<file path="src/rtl/icache_responder.sv">
// Direct-mapped, read-only instruction cache between the CPU fetch port and
// instruction memory. Hits return combinationally; misses stall and refill a whole block.
module icache_responder #(
    parameter int NUM_BLOCKS  = 8,
    parameter int BLOCK_WORDS = 4,
    parameter int ADDR_WIDTH  = 10
) (
    input  logic                                          CLK,
    input  logic                                          RESET,
    input  logic [31:0]                                   PC,
    output logic [31:0]                                   INSTRUCTION,
    output logic                                          busywait,
    output logic                                          imem_read,
    output logic [ADDR_WIDTH-3-$clog2(BLOCK_WORDS):0]     imem_address,
    input  logic [32*BLOCK_WORDS-1:0]                     imem_readdata,
    input  logic                                          imem_busywait
);

    localparam int IDX      = $clog2(NUM_BLOCKS);
    localparam int OFF      = $clog2(BLOCK_WORDS);
    localparam int TAG      = ADDR_WIDTH - IDX - OFF - 2;
    localparam int BLK_ADDR = TAG + IDX;
    localparam int BLK_BITS = 32 * BLOCK_WORDS;

    typedef enum logic [1:0] {
        ST_IDLE     = 2'b00,
        ST_MEM_READ = 2'b01,
        ST_UPDATE   = 2'b10
    } state_t;

    state_t                state_r;
    logic [NUM_BLOCKS-1:0] valid_r;
    logic [TAG-1:0]        tag_r  [NUM_BLOCKS];
    logic [BLK_BITS-1:0]   data_r [NUM_BLOCKS];
    logic [BLK_BITS-1:0]   fill_buf_r;
    logic [BLK_ADDR-1:0]   imem_address_r;
    logic                  imem_read_r;

    logic [IDX-1:0]        pc_idx_s;
    logic [OFF-1:0]        pc_off_s;
    logic [TAG-1:0]        pc_tag_s;
    logic [IDX-1:0]        fill_idx_s;
    logic [TAG-1:0]        fill_tag_s;
    logic                  hit_s;
    logic                  busywait_s;
    logic                  unused_pc_s;

    assign pc_off_s    = PC[OFF+1:2];
    assign pc_idx_s    = PC[OFF+2+IDX-1:OFF+2];
    assign pc_tag_s    = PC[ADDR_WIDTH-1:OFF+2+IDX];
    assign unused_pc_s = ^{PC[31:ADDR_WIDTH], PC[1:0]};

    // The latched block address doubles as the refill target line
    assign fill_idx_s = imem_address_r[IDX-1:0];
    assign fill_tag_s = imem_address_r[BLK_ADDR-1:IDX];

    assign hit_s        = valid_r[pc_idx_s] && (tag_r[pc_idx_s] == pc_tag_s);
    assign INSTRUCTION  = data_r[pc_idx_s][{pc_off_s, 5'b00000} +: 32];
    assign imem_read    = imem_read_r;
    assign imem_address = imem_address_r;
    assign busywait     = busywait_s;

    // Stall request: immediate on an IDLE miss, held through the whole refill
    always_comb begin
        busywait_s = 1'b0;
        if (!RESET) begin
            busywait_s = 1'b0;
        end else if (state_r != ST_IDLE) begin
            busywait_s = 1'b1;
        end else begin
            busywait_s = !hit_s;
        end
    end

    // Refill FSM with registered memory-request outputs and line storage
    always_ff @(posedge CLK or negedge RESET) begin
        if (!RESET) begin
            state_r        <= ST_IDLE;
            valid_r        <= '0;
            imem_read_r    <= 1'b0;
            imem_address_r <= '0;
            fill_buf_r     <= '0;
            for (int i = 0; i < NUM_BLOCKS; i++) begin
                tag_r[i]  <= '0;
                data_r[i] <= '0;
            end
        end else begin
            case (state_r)
                ST_IDLE: begin
                    if (!hit_s) begin
                        imem_address_r <= {pc_tag_s, pc_idx_s};
                        imem_read_r    <= 1'b1;
                        state_r        <= ST_MEM_READ;
                    end else begin
                        state_r <= ST_IDLE;
                    end
                end
                ST_MEM_READ: begin
                    if (!imem_busywait) begin
                        fill_buf_r  <= imem_readdata;
                        imem_read_r <= 1'b0;
                        state_r     <= ST_UPDATE;
                    end else begin
                        state_r <= ST_MEM_READ;
                    end
                end
                ST_UPDATE: begin
                    data_r[fill_idx_s]  <= fill_buf_r;
                    tag_r[fill_idx_s]   <= fill_tag_s;
                    valid_r[fill_idx_s] <= 1'b1;
                    state_r             <= ST_IDLE;
                end
                default: begin
                    imem_read_r <= 1'b0;
                    state_r     <= ST_IDLE;
                end
            endcase
        end
    end

endmodule
</file>
<file path="config.mk">
export PLATFORM = sky130hd
export DESIGN_NAME = icache_responder
export DESIGN_NICKNAME = d
export VERILOG_FILES = /design/src/rtl/icache_responder.sv
export SDC_FILE = /design/constraint.sdc
export NUM_CORES = 1
export LEC_CHECK = 0
export BUFFER_PORTS_ARGS = -buffer_cell sky130_fd_sc_hd__buf_2
export CORE_MARGIN = 2
export CORE_UTILIZATION = 55
export CTS_BUF_LIST = sky130_fd_sc_hd__clkbuf_4
export CTS_CLUSTER_DIAMETER = 200
export DETAILED_ROUTE_END_ITERATION = 12
export HOLD_SLACK_MARGIN = 0.05
export PLACE_DENSITY_LB_ADDON = 0.15
export SETUP_SLACK_MARGIN = 0.1
export SLEW_MARGIN = 20
export SYNTH_ARGS = -nofsm -noshare
export SYNTH_HDL_FRONTEND = slang
export SYNTH_SLANG_ARGS = --single-unit
</file>
<file path="constraint.sdc">
create_clock -name CLK -period 3.3 [get_ports CLK]
set_input_delay 0.33 -clock CLK [delete_from_list [all_inputs] [get_ports CLK]]
set_output_delay 0.33 -clock CLK [all_outputs]
set_load 0.005 [all_outputs]
</file>
# After elaboration in Yosys (flattened, before gate mapping)
# Cells that the tools add are included.
# classes
n_lt_le_gt_ge	6
eq_ne	5
n_shift	1
mux	24
bitwise	6
reduce_logical	9
# ops
operator	n
$bwmux 1024	1
$bmux 128 s3	1
$demux 128 s3	1
$mux 128	3
$shiftx 128x8->32	1
$bwmux 24	1
$bmux 3 s3	1
$demux 3 s3	1
$mux 3	3
$ge 4x4->1 const B	2
$lt 3x4->1 const B	2
$not 3->4	2
$or 8x8->8	1
$mux 1	7
$lt 4x1->1 const B	1
$ne 2x2->1 const B	2
$pmux 2 s2	1
$reduce_and 2->1	2
$bmux 1 s3	1
$demux 1 s3	1
$eq 3x3->1	1
$ge 3x1->1 const B	1
$logic_and 1x1->1	3
$not 1->1	3
8 further kinds	8
# totals
reg_bits	1193
in_bits	163
word_cells	72

# Longest topological paths before layout
# Gate-level depths: netlist (run 1).
# depth
ltp_word	9
ltp_mapped	9

# Least setup slack after synthesis (run 1)
# Ideal clock, no wire load.
# synth_path
kind	input-to-output
startpoint	input port PC[5]
endpoint	output port INSTRUCTION[0]
arrival_ns	2.323
required_time_ns	2.970
slack_ns	0.647
cell_stages	7
cell_sequence	buf_2 > buf_2 > clkbuf_1 > clkbuf_1 > mux4_2 > mux4_2 > mux2_2
# synth_between
elab_chain_len	5
# synth_rtl
item	line_no	source
start: declaration	10	input logic [31:0] PC,
$not 3->4 (not written as such)	58	assign INSTRUCTION = data_r[pc_idx_s][{pc_off_s, 5'b00000} +: 32];
$bmux 128 s3	58	
$mux 128 (not written as such) (2 in a row)	58	
$shiftx 128x8->32	58	
end: declaration	11	output logic [31:0] INSTRUCTION,
# No other way between the ends. The select of a mux whose other input is x is not followed.

# Final worst setup path (run 1)
# layout_path
startpoint	register data_r[425] in the netlist's numbering
endpoint	output port INSTRUCTION[9]
# layout_between
elab_chain_len	4
# layout_rtl
item	line_no	source
start: declaration	34	logic [BLK_BITS-1:0] data_r [NUM_BLOCKS];
start signal: indexed assignment	108	data_r[fill_idx_s] <= fill_buf_r;
$bmux 128 s3	58	
$mux 128 (not written as such) (2 in a row)	58	
$shiftx 128x8->32	58	
# No other way between the ends. The select of a mux whose other input is x is not followed.

==> results of run 1 <==
## how the worst max path moves through the flow
stage	startpoint	end	slack [ns]
global route	tag_r[5]$_DFFE_PN0P_	busywait	-0.21
finish	data_r[425]$_DFFE_PN0P_	INSTRUCTION[9]	-0.1
floorplan	PC[5]	INSTRUCTION[0]	0.65
CTS	data_r[169]$_DFFE_PN0P_	INSTRUCTION[9]	-0.22
global placement	PC[4]	INSTRUCTION[15]	0.38
detailed placement	PC[4]	INSTRUCTION[1]	0.38
## kinds of logic (layout without fill, tap and decap cells)
group	count (synthesis)	in the layout	share of synthesized area
other cells	0	7	0
simple gates	32	32	0.00346
buf+inv	209	1185	0.0172
xor+xnor	2	2	0.000336
compound gates	7	7	0.00118
mux	1547	1547	0.405
flops	1193	1193	0.573
## metal layers
| layer | global-route usage | vias up | share of wire |
|---|---|---|---|
| met3 | 0.0547 | 270 | 0.041 |
| met5 | 0 | - | 0.00031 |
| li1 | - | 13000 | - |
| met2 | 0.454 | 660 | 0.52 |
| met4 | 0.114 | 8 | 0.034 |
| met1 | 0.325 | 16400 | 0.40 |
## worst max-delay path, stage by stage, from the launching register on
cell     delay (ns)
dfrtp_1        0.38
mux4_2         0.47
mux4_2         0.62
mux2_4         0.33
buf_6          0.12
## power by group through the flow
stage | sequential, W | clock, W | combinational (W)
after floorplan | 0.0242 | 0 | 0.0104
after global placement | 0.0252 | 0 | 0.0127
after detailed placement | 0.0262 | 0 | 0.0133
after CTS | 0.0259 | 0.0130 | 0.0152
after global routing | 0.0268 | 0.0138 | 0.0163
final | 0.0259 | 0.0126 | 0.0152
## registers in the layout, summed over array words and instances, names as in the netlist
signal / count
data_r: 1024
tag_r: 24
state_r: 2
imem_read: 1
valid_r: 8
imem_address: 6
fill_buf_r: 128
## layout by cell type (no fill, tap or decap), drive strengths merged, types with 4 or more instances in the layout
master	Yosys	final
mux2	1216	1216
dfrtp	1193	1193
clkbuf	123	477
dlygate4sd3	0	391
mux4	326	326
buf	85	280
clkinv	0	24
inv	1	8
diode	0	7
nand2b	5	5
mux2i	5	5
nor2	5	5
or2	4	4
bufinv	0	4
nand2	4	4
## cell type report
cell class	instances	area, um^2
clock inverters	36	245
multi-input cells	1588	21500
fillers	6568	30500
flip-flops and latches	1193	29900
clock buffers	477	3580
diodes	7	17.5
repair buffers	671	6370
well taps	1254	1570
inverters	1	3.75
## what timing repair did
| item | in CTS | in global routing |
|---|---|---|
| endpoints found under the hold margin | 1330 | 0 |
| buffers inserted | 13 | 15 |
| hold buffers | 392 | 0 |
| gates resized for setup | 68 | 4 |
| pin swaps | 0 | 1 |
| setup endpoints to repair | 33 | 33 |
## metrics by stage
step                utilization  setup WS [ns]  hold slack (ns)
global placement          0.586          0.384            0.354
floorplan                     -          0.647           0.0344
CTS                       0.673         -0.215            0.113
finish                    0.675        -0.0967            0.230
detailed placement        0.586          0.383            0.357
global route              0.675         -0.208            0.208
==> metrics, run 1 <==
outcome finished, violations left; failing checks negative setup slack; root buf cell clkbuf_4; crit path time final 3.40 ns; Clock Sinks 1193; Worst setup SP type flop; clock buffer depth 4; First-pass DRT Iterations 5; Congestion Overflow GR 0; via density per instance 5.81; CP endpoint kind output port; RR Startpoint tag_r[5]$_DFFE_PN0P_; DP Wirelength 69700 um; Pwr Density 850 nW/um^2; Arrival @ worst endpoint 3.07 ns; CTS tree built; Combinational Power Share 0.284; sequential fraction of the synthesis area 0.573; sw frac 0.285; Leakage Power 29.1 nW; post-route setup slack -0.0967 ns; Die Ht 312 um; routability cong. 0.746; Clock transition at path regs 0.06 ns; maxcap violations 0; Worst R2R End imem_address[4]$_DFFE_PN0P_; starting density of the core 0.557; Synth Flop Type dfrtp_1; fin. max-slew vios 0; RSZ-0062 raised after global routing yes; initial antenna violation count 7; max frequency 294 MHz; leading area contributor after synthesis dfrtp_1; Psw 0.0153 W; Worst IR Drop VDD 537 uV; syn_nets 3153; Worst-Margin Slew 1.01 ns; Hold Path End state_r[1]$_DFF_PN0_; commonest cells in the netlist 1216 x mux2_2, 1193 x dfrtp_1, 326 x mux4_2; DRT iter0 DRCs 1530; class of the worst hold path in -> reg; post-synth cell types 28; CTS buffer count 324; synth warn 0; Die X 312 um; Clock Latency Late Sink 1.18 ns; number of port buffers 178; final setup fails 19; Non-Filler Instances 5227; vias in the first global route 35000; clock skew 0.0808 ns; dpl cells 4287; # nets final 3942; Post-Syn Area 52100 um^2; largest net degree at the start of global routing 170; Final Cycle Share 1.03; Via Count 30400; worst hold start imem_busywait; layout cell share with drive strength beyond 1 0.586; Clock power frac 0.234; H-tree depth 5; DRT Wirelength 125000 um; Design Area, Final 63200 um^2; internal power 0.0384 W; top-count cell post-synth mux2_2; Setup CP Type reg -> out; share of flip-flops with an asynchronous set or reset 1.00; Reg power frac 0.482; Post-DRT Antenna Nets 0; Avg Synthesized Cell Area 17.4 um^2; Slew headroom 0.327; area added between synthesis and finish 21.2%; top cell type's share of synthesized area 0.573; DRC 0; Row Count 112; post-layout power 0.0537 W; synthesis-stage register bit count 1193; hold depth 4; WP data required 2.97 ns; EDFF count, synth 0; DR WL/cell 23.8 um; FF-to-FF path depth 8; first-pass GRT wire length 198000 um; DIE AREA 97200 um^2; Synth area leaders dfrtp_1 57%, mux2_2 26%, mux4_2 14%, clkbuf_1 0.89%, buf_2 0.58%; DP Area 54800 um^2; Top Ports 203; Total Routing Usage GR 0.264; r2r setup slk 0.32 ns; CP max FO 2; post-synthesis cell count 2990; Hold Fails Final Rpt 0; Sum Neg Setup Slack -0.693 ns; Core Footprint 93600 um^2
Power figures use the tool's default switching activity.
==> run 2: changes to the inputs <==
--- a/config.mk
+++ b/config.mk
@@ -5,7 +5,7 @@
 export SDC_FILE = /design/constraint.sdc
 export NUM_CORES = 1
 export LEC_CHECK = 0
-export BUFFER_PORTS_ARGS = -buffer_cell sky130_fd_sc_hd__buf_2
+export BUFFER_PORTS_ARGS = -buffer_cell sky130_fd_sc_hd__buf_4
 export CORE_MARGIN = 2
 export CORE_UTILIZATION = 55
 export CTS_BUF_LIST = sky130_fd_sc_hd__clkbuf_4
==> run 2 against run 1 <==
The flow still finishes with violations (negative setup slack). Maximum frequency down 1.5%. Combinational power about the same. Clock power about the same. Critical path type unchanged. Largest cell class unchanged. Largest power group unchanged.
==> metrics, run 2 (synthesis gave the netlist of run 1 again) <==
biggest regs data_r: 1024 flops, fill_buf_r: 128 flops, tag_r: 24 flops; CP peak stage delay 0.64 ns (+0.02 ns); Design Area, Final 63400 um^2 (+0.39%); via density per instance 5.81 (about the same); initial antenna violation count 7 (unchanged); Arrival @ worst endpoint 3.12 ns (+0.05 ns); post-route setup slack -0.149 ns (-0.0520 ns); Die X 312 um (unchanged); most frequent cells in the layout 1215 x mux2_2, 1193 x dfrtp_1, 471 x clkbuf_4; fin. max-slew vios 0 (unchanged); hold depth 4 (unchanged); WP data required 2.97 ns (about the same); Place WS 0.331 ns (-0.0522 ns); Critical Path Slowest Stage Cell mux4_2; Setup CP Type reg -> out; starting density of the core 0.557 (unchanged); largest net degree at the start of global routing 168 (-1.2%); Top Ports 203 (unchanged); most common cell after layout, fill and taps aside mux2_2; final setup fails 29 (+10); Congestion Overflow GR 0 (unchanged); DR WL/cell 24.0 um (+0.46%); Row Count 112 (unchanged); Post-DRT Antenna Nets 0 (unchanged); root buf cell clkbuf_4; Non-Filler Instances 5240 (+0.25%); Pwr Density 843 nW/um^2 (-0.90%); WHS 0.252 ns (+0.0226 ns); maxcap violations 0 (unchanged); CTS tree built; failing checks negative setup slack; worst hold start imem_busywait; dpl cells 4303 (+0.37%); DRT Wirelength 126000 um (+0.71%); H-tree depth 5 (unchanged); Core Footprint 93600 um^2 (unchanged); DP Wirelength 71300 um (+2.2%); Worst setup SP type flop; Clock Latency Late Sink 1.18 ns (about the same); CP Cell Sequence mux4_2, mux4_2, mux2_4, buf_6; # nets final 3948 (+0.15%); Final Cycle Share 1.05 (+0.0158); Worst IR Drop VDD 460 uV (-14%); routability cong. 0.754 (+1.2%); Largest register FFs 1024 (unchanged); Worst-Margin Slew 1.20 ns (+0.195 ns); RSZ-0062 raised after global routing yes; outcome finished, violations left; Via Count 30400 (+0.24%); crit path time final 3.45 ns (+0.0520 ns); Clock Sinks 1193 (unchanged); DP Area 55500 um^2 (+1.1%); layout cell share with drive strength beyond 1 0.582 (-0.00441); Clock transition at path regs 0.06 ns (about the same); first-pass GRT wire length 200000 um (+1.1%); CTS buffer count 327 (+0.93%); Hold Fails Final Rpt 0 (unchanged); First-pass DRT Iterations 5 (unchanged); class of the worst hold path in -> reg; DIE AREA 97200 um^2 (unchanged); Biggest register data_r; CP max FO 2 (unchanged); DRC 0 (unchanged); Die Ht 312 um (unchanged); DRT iter0 DRCs 1758 (+15%); area added between synthesis and finish 21.7%; CP endpoint kind output port; RR Startpoint state_r[0]$_DFF_PN0_; max frequency 290 MHz (-1.5%); FF-to-FF path depth 5 (-3); Total Routing Usage GR 0.267 (+0.00272); CP dominant cell by count mux4_2; Leakage Power 29.1 nW (about the same); vias in the first global route 35400 (+1.3%); clock buffer depth 4 (unchanged); r2r setup slk 0.37 ns (+0.05 ns); Slew headroom 0.193 (-0.134); Worst Setup SP data_r[42]$_DFFE_PN0P_; Worst R2R End fill_buf_r[30]$_DFFE_PN0P_; number of port buffers 178 (unchanged); clock skew 0.0489 ns (-0.0318 ns); Hold Path End state_r[1]$_DFF_PN0_; post-layout power 0.0534 W (-0.51%)
## run 2: what timing repair did
item                        CTS  global route
setup endpoints to repair    33            33
resized for setup             6             1
hold endpoints to repair   1315             0
pin swaps                     0             1
hold buffers                399             0
setup buffers                 2             6
## run 2: per-layer routing
| layer | vias to the layer above | GRT usage | part of all wire |
|---|---|---|---|
| met3 | 228 | 0.0500 | 0.039 |
| li1 | 13100 | - | - |
| met1 | 16500 | 0.334 | 0.41 |
| met2 | 657 | 0.457 | 0.52 |
| met4 | 2 | 0.114 | 0.031 |
| met5 | - | 0 | 0.000088 |
## run 2: how the worst max path moves through the flow
stage	endpoint	cells past startpoint
floorplan	INSTRUCTION[0]	7
CTS	INSTRUCTION[10]	4
finish	INSTRUCTION[10]	4
global route	INSTRUCTION[10]	4
global placement	INSTRUCTION[0]	7
detailed placement	INSTRUCTION[0]	7
## run 2: worst max-delay path, delay by kind of cell, from the launching register on
kind,cells,cell delay [ns]
muxes,3,1.47
buffers and inverters,1,0.12
DFF,1,0.38
## run 2: where the power goes
group	switching, W	internal (W)	total (W)
Combinational	0.00473	0.0102	0.0150
Sequential	0.00475	0.0211	0.0259
Clock	0.00579	0.00676	0.0125
Total	0.0153	0.0382	0.0534
## run 2: final cells by class
| class | instances | area (um^2) |
|---|---|---|
| multi-input cells | 1588 | 21400 |
| flip-flops and latches | 1193 | 29900 |
| diodes | 14 | 35.0 |
| clock inverters | 45 | 283 |
| inverters | 1 | 3.75 |
| clock buffers | 471 | 3540 |
| repair buffers | 674 | 6730 |
| fillers | 6477 | 30200 |
| well taps | 1254 | 1570 |
## run 2: stage by stage
step / utilization / TNS (ns)
floorplan: - / 0
global placement: 0.592 / 0
detailed placement: 0.592 / 0
CTS: 0.676 / -5.59
global route: 0.677 / -5.63
finish: 0.677 / -1.60
